File: src/rtl/timed_assign_sequencer.sv
// Clocked replacement for #-delay assignments: start schedules w/x/y updates and a z snapshot at programmable edges.
// Optional abort input is enabled with `define TAS_ABORT_EN.
module timed_assign_sequencer #(
    parameter int CW = 8
) (
    input  logic          clk,
    input  logic          rst_n,
    input  logic          start,
`ifdef TAS_ABORT_EN
    input  logic          abort,
`endif
    input  logic          a_val,
    input  logic          b_val,
    input  logic          c_val,
    input  logic [CW-1:0] dly_a,
    input  logic [CW-1:0] dly_b,
    input  logic [CW-1:0] dly_c,
    input  logic [CW-1:0] dly_d,
    output logic          busy,
    output logic          done,
    output logic          w,
    output logic          x,
    output logic          y,
    output logic [2:0]    z
);

    typedef enum logic {IDLE, RUN} state_t;

    localparam logic [CW-1:0] ONE = {{(CW-1){1'b0}}, 1'b1};

    state_t        state_q, state_d;
    logic [CW-1:0] count_q, count_d;
    logic [CW-1:0] dly_a_q, dly_a_d, dly_b_q, dly_b_d;
    logic [CW-1:0] dly_c_q, dly_c_d, dly_d_q, dly_d_d;
    logic [CW-1:0] max_q, max_d;
    logic          a_q, a_d, b_q, b_d, c_q, c_d;
    logic          w_q, w_d, x_q, x_d, y_q, y_d;
    logic [2:0]    z_q, z_d;
    logic          done_q, done_d;
    logic [CW-1:0] dly_max_in;
    logic          abort_in;

`ifdef TAS_ABORT_EN
    assign abort_in = abort;
`else
    assign abort_in = 1'b0;
`endif

    // The sequence ends at the longest delay, so precompute it at launch.
    always_comb begin
        dly_max_in = dly_a;
        if (dly_b > dly_max_in) dly_max_in = dly_b;
        if (dly_c > dly_max_in) dly_max_in = dly_c;
        if (dly_d > dly_max_in) dly_max_in = dly_d;
    end

    always_comb begin
        state_d = state_q;
        count_d = count_q;
        dly_a_d = dly_a_q;
        dly_b_d = dly_b_q;
        dly_c_d = dly_c_q;
        dly_d_d = dly_d_q;
        max_d   = max_q;
        a_d     = a_q;
        b_d     = b_q;
        c_d     = c_q;
        w_d     = w_q;
        x_d     = x_q;
        y_d     = y_q;
        z_d     = z_q;
        done_d  = 1'b0;
        case (state_q)
            IDLE: begin
                if (start) begin
                    state_d = RUN;
                    count_d = '0;
                    a_d     = a_val;
                    b_d     = b_val;
                    c_d     = c_val;
                    dly_a_d = dly_a;
                    dly_b_d = dly_b;
                    dly_c_d = dly_c;
                    dly_d_d = dly_d;
                    max_d   = dly_max_in;
                end
            end
            RUN: begin
                if (abort_in) begin
                    state_d = IDLE;
                    count_d = '0;
                end else begin
                    count_d = count_q + ONE;
                    if (count_q == dly_a_q) w_d = a_q;
                    if (count_q == dly_b_q) x_d = b_q;
                    if (count_q == dly_c_q) y_d = c_q;
                    // Snapshot takes pre-edge w/x/y, so a same-edge update is not seen.
                    if (count_q == dly_d_q) z_d = {w_q, x_q, y_q};
                    if (count_q == max_q) begin
                        state_d = IDLE;
                        count_d = '0;
                        done_d  = 1'b1;
                    end
                end
            end
            default: state_d = IDLE;
        endcase
    end

    always_ff @(posedge clk) begin
        if (!rst_n) begin
            state_q <= IDLE;
            count_q <= '0;
            dly_a_q <= '0;
            dly_b_q <= '0;
            dly_c_q <= '0;
            dly_d_q <= '0;
            max_q   <= '0;
            a_q     <= 1'b0;
            b_q     <= 1'b0;
            c_q     <= 1'b0;
            w_q     <= 1'b0;
            x_q     <= 1'b0;
            y_q     <= 1'b0;
            z_q     <= 3'b000;
            done_q  <= 1'b0;
        end else begin
            state_q <= state_d;
            count_q <= count_d;
            dly_a_q <= dly_a_d;
            dly_b_q <= dly_b_d;
            dly_c_q <= dly_c_d;
            dly_d_q <= dly_d_d;
            max_q   <= max_d;
            a_q     <= a_d;
            b_q     <= b_d;
            c_q     <= c_d;
            w_q     <= w_d;
            x_q     <= x_d;
            y_q     <= y_d;
            z_q     <= z_d;
            done_q  <= done_d;
        end
    end

    assign busy = (state_q == RUN);
    assign done = done_q;
    assign w    = w_q;
    assign x    = x_q;
    assign y    = y_q;
    assign z    = z_q;

endmodule
File: config.mk
export PLATFORM = sky130hd
export DESIGN_NAME = timed_assign_sequencer
export DESIGN_NICKNAME = d
export VERILOG_FILES = /design/src/rtl/timed_assign_sequencer.sv
export SDC_FILE = /design/constraint.sdc
export NUM_CORES = 1
export LEC_CHECK = 0
export CAP_MARGIN = 20
export CELL_PAD_IN_SITES_DETAIL_PLACEMENT = 0
export CELL_PAD_IN_SITES_GLOBAL_PLACEMENT = 1
export CORE_ASPECT_RATIO = 2
export CORE_MARGIN = 8
export CORE_UTILIZATION = 37
export DETAILED_ROUTE_END_ITERATION = 8
export GPL_TIMING_DRIVEN = 1
export PLACE_DENSITY = 0.77
export SLEW_MARGIN = 20
export SYNTH_ARGS = -nofsm -noshare
export SYNTH_HDL_FRONTEND = slang
export SYNTH_SLANG_ARGS = --single-unit
File: constraint.sdc
create_clock -name clk -period 5.65 [get_ports clk]
set_clock_uncertainty 0.05 [all_clocks]
set_input_delay 1.13 -clock clk [delete_from_list [all_inputs] [get_ports clk]]
set_output_delay 1.13 -clock clk [all_outputs]
set_load 0.005 [all_outputs]
==> flow_metrics.env <==
export IMPL_via_count=3241
export IMPL_numPortBuffers=45
export IMPL_ant_nets=0
export IMPL_num_antenna_cells=0
export IMPL_cts_max_path_buffers=2
export IMPL_switching_share=0.2871
export IMPL_first_pass_iters=4
export IMPL_final_nets=570
export IMPL_numCtsBuffers=9
export IMPL_setup_violations=0
export IMPL_tritoncts="built"
export IMPL_worst_pin_slew_ns=1.051
export IMPL_reg2reg_to="max_q[7]$_SDFFE_PN0P_"
export IMPL_ys_types=39
export IMPL_worst_hold_path_endpoint="c_q$_SDFFE_PN0P_"
export IMPL_clk_pin_slew_ns=0.05
export IMPL_p_int_mw=1.044
export IMPL_grt_pass1_wl_um=16480
export IMPL_hold_viol=0
export IMPL_dpl_instance_area_um2=4228
export IMPL_layout_cells_non_filler=618
export IMPL_comb_power_share=0.276
export IMPL_reg2reg_setup_slack_ns=3.56
export IMPL_crit_path_max_fanout=6
export IMPL_peakVddDrop_v=0.0001747
export IMPL_antenna_found_initial=0
export IMPL_syn_to_final_growth_pct=34.99
export IMPL_die_area_um2=13230
export IMPL_drt_iter0_drc=158
export IMPL_critPathRequiredTime_ns=5.81
export IMPL_whs_path_depth=2
export IMPL_p_leak_nw=2.076
export IMPL_p_per_area_nw_per_um2=304.1
export IMPL_syn_inst=438
export IMPL_synth_ff_latch_count=59
export IMPL_cts_sinks=59
export IMPL_rows=51
export IMPL_dp_hpwl_um=7747
export IMPL_end_kind="flip-flop"
export IMPL_wire_per_inst_um=17.08
export IMPL_die_y_um=154.9
export IMPL_drv_cap=0
export IMPL_vias_per_cell=5.244
export IMPL_synth_nets=501
export IMPL_start_kind="primary input"
export IMPL_grt_util_all_layers=0.1609
export IMPL_avgSynthCellArea_um2=8.147
export IMPL_power_frac_seq=0.320
export IMPL_drive_gt1_frac=0.1699
export IMPL_clock_power_share=0.404
export IMPL_ys_seq_area_frac=0.3310
export IMPL_start_util=0.3728
export IMPL_status="finished clean"
export IMPL_slew_headroom=0.2979
export IMPL_dp_cells=594
export IMPL_drt_wl_total_um=10560
export IMPL_gr_total_overflow=0
export IMPL_die_x_um=85.44
export IMPL_ctsRootBufferMaster="clkbuf_16"
export IMPL_min_from="c_q$_SDFFE_PN0P_"
export IMPL_cts_hold_buf=0
export IMPL_ios=46
export IMPL_reg2reg_depth=4
export IMPL_final_cell_area_um2=4817
export IMPL_drc=0
export IMPL_grt_max_degree=59
export IMPL_drv_slew=0
export IMPL_grt_pass1_vias=3137
export IMPL_timing_final_crit_share=0.9695
export IMPL_yosysWarnings=0
export IMPL_clkLatencyLatePin_ns=0.33
export IMPL_r2r_start="busy$_SDFF_PN0_"
export IMPL_crit_start="dly_a[3]"
export IMPL_cts_max_level=3
export IMPL_fmax_mhz=182.6
export IMPL_synth_area_um2=3568
export IMPL_netSwitchingPower_mw=0.4206
export IMPL_critPathArrivalTime_ns=5.63
export IMPL_hold_path_class="reg -> reg"
export IMPL_place_gp_congestion=0.9185
export IMPL_path_class="in -> reg"
export IMPL_min_period_ns=5.478
export IMPL_core_area_um2=9572
-- metrics by stage --
stage | setup WS (ns) | total power [mW] | hold slack, ns | setup TNS [ns] | utilization
final | 0.1722 | 1.465 | 0.4051 | 0 | 0.5033
after global routing | -0.06657 | 1.540 | 0.4223 | -0.3732 | 0.5033
after CTS | 0.03780 | 1.406 | 0.4081 | 0 | 0.4762
after detailed placement | -0.3392 | 0.8138 | 0.3961 | -2.635 | 0.4417
after global placement | -0.2423 | 0.8115 | 0.3938 | -1.847 | 0.4417
after floorplan | 0.3029 | 0.6933 | 0.3857 | 0 | -
-- routing by layer --
metal  GRT usage  part of all wire  vias to the layer above
li1            -                 -                     1640
met1      0.1860              0.42                     1501
met2      0.2723              0.51                       80
met3     0.04226             0.049                       20
met4     0.06397             0.019                        0
met5           0                 0                        -
-- critical path: stages --
cell and delay [ns]:
clkdlybuf4s50_1 0.49, inv_1 0.05, ha_1 0.31, a21oi_1 0.20, a21oi_2 0.09, o22ai_4 0.25, mux2i_2 0.30, ha_1 0.30
a211oi_2 0.25, nor2_2 0.07, o31a_1 0.33, nand2_2 0.12, buf_6 0.12, nor2_1 0.04, a21o_1 0.19, ha_4 0.27
and4_4 0.23, nand2_2 0.07, a2bb2oi_4 0.19, buf_4 0.15, or3_1 0.32, o211ai_1 0.09, a21oi_1 0.06
-- state kept, by name (all words and copies together), names as in the netlist, 3 cells and up --
register and count:
dly_d_q 8, dly_c_q 8, dly_b_q 8, count_q 8, max_q 8, z 3, dly_a_q 8
-- how the worst max path moves through the flow --
stage,to,slack [ns]
after floorplan,max_q[4]$_SDFFE_PN0P_,0.30
after global placement,max_q[6]$_SDFFE_PN0P_,-0.24
after detailed placement,max_q[7]$_SDFFE_PN0P_,-0.34
after CTS,max_q[7]$_SDFFE_PN0P_,0.04
after global routing,max_q[7]$_SDFFE_PN0P_,-0.07
final,max_q[4]$_SDFFE_PN0P_,0.17
-- cells in the mapped netlist --
master         count  area (um2)
a211oi_1           2       15.01
a21o_1             8       60.06
a21oi_1           59       295.3
a221oi_2           1       15.01
a2bb2oi_4          1       26.28
and2_1             1       6.260
and3_1             6       37.54
and3_2             1       7.510
and4_1             2       17.52
buf_2              7       35.03
buf_4              4       30.03
buf_6              5       56.30
clkbuf_1           9       33.78
dfxtp_1           59        1181
dlygate4sd1_1      1       8.760
ha_1              25       312.8
inv_1             13       48.80
mux2i_1           14       140.1
nand2_1           76       285.3
nand2b_1           1       6.260
nand3_1            3       15.01
nand3b_1           5       37.54
nand4_1            9       56.30
nand4_4            1       21.27
nand4bb_1          1       11.26
nor2_1            40       150.1
nor2b_1            5       31.28
nor3_1             3       15.01
nor4_1             4       25.02
nor4_4             1       21.27
o211ai_1           9       67.56
o21ai_0           10       50.05
o21ai_1            1       5.000
o22ai_4            1       20.02
o31a_1             1       8.760
or3_1              9       56.30
xnor2_1           12       105.1
xor2_1            27       236.5
xor2_2             1       16.27
-- cells in the final DEF, fill, tap and decap left out, types with 12 or more instances in the layout --
cell type and n:
nand2_1 74, dfxtp_1 59, a21oi_1 57, clkdlybuf4s50_1 43
nor2_1 39, buf_4 35, xor2_1 27, ha_1 19
inv_1 13, xnor2_1 12
-- what timing repair did --
item | CTS | global route
pin swaps | 0 | 16
endpoints found under the setup margin | 1 | 8
gates resized for setup | 1 | 35
setup buffers | 0 | 6
gates cloned | 0 | 2
-- kinds of logic after synthesis --
logic type                 count (synthesis)  synth area share
AOI/OAI and AO/OA                         93            0.1578
xor gates and xnor gates                  40            0.1003
adders and majority gates                 25           0.08766
buffers and inverters                     39           0.05961
DFF                                       59            0.3310
muxes                                     14           0.03927
and+or+nand+nor                          168            0.2244
-- area by class of cell --
cell class | instances | area, um2
clock buffer | 10 | 239.0
clock inverter | 6 | 88.84
sequential | 59 | 1181
fill | 946 | 4755
inverter | 13 | 48.80
timing repair buffer | 83 | 745.7
multi-input combinational | 341 | 2381
tap | 106 | 132.6
-- power by group through the flow --
| stage | combinational (mW) | sequential, mW | clock [mW] |
|---|---|---|---|
| global placement | 0.334 | 0.478 | 0 |
| finish | 0.405 | 0.469 | 0.591 |
| global route | 0.446 | 0.472 | 0.622 |
| CTS | 0.339 | 0.469 | 0.598 |
| floorplan | 0.226 | 0.467 | 0 |
| detailed placement | 0.336 | 0.478 | 0 |
No activity file was read; power rests on OpenSTA's default activity.
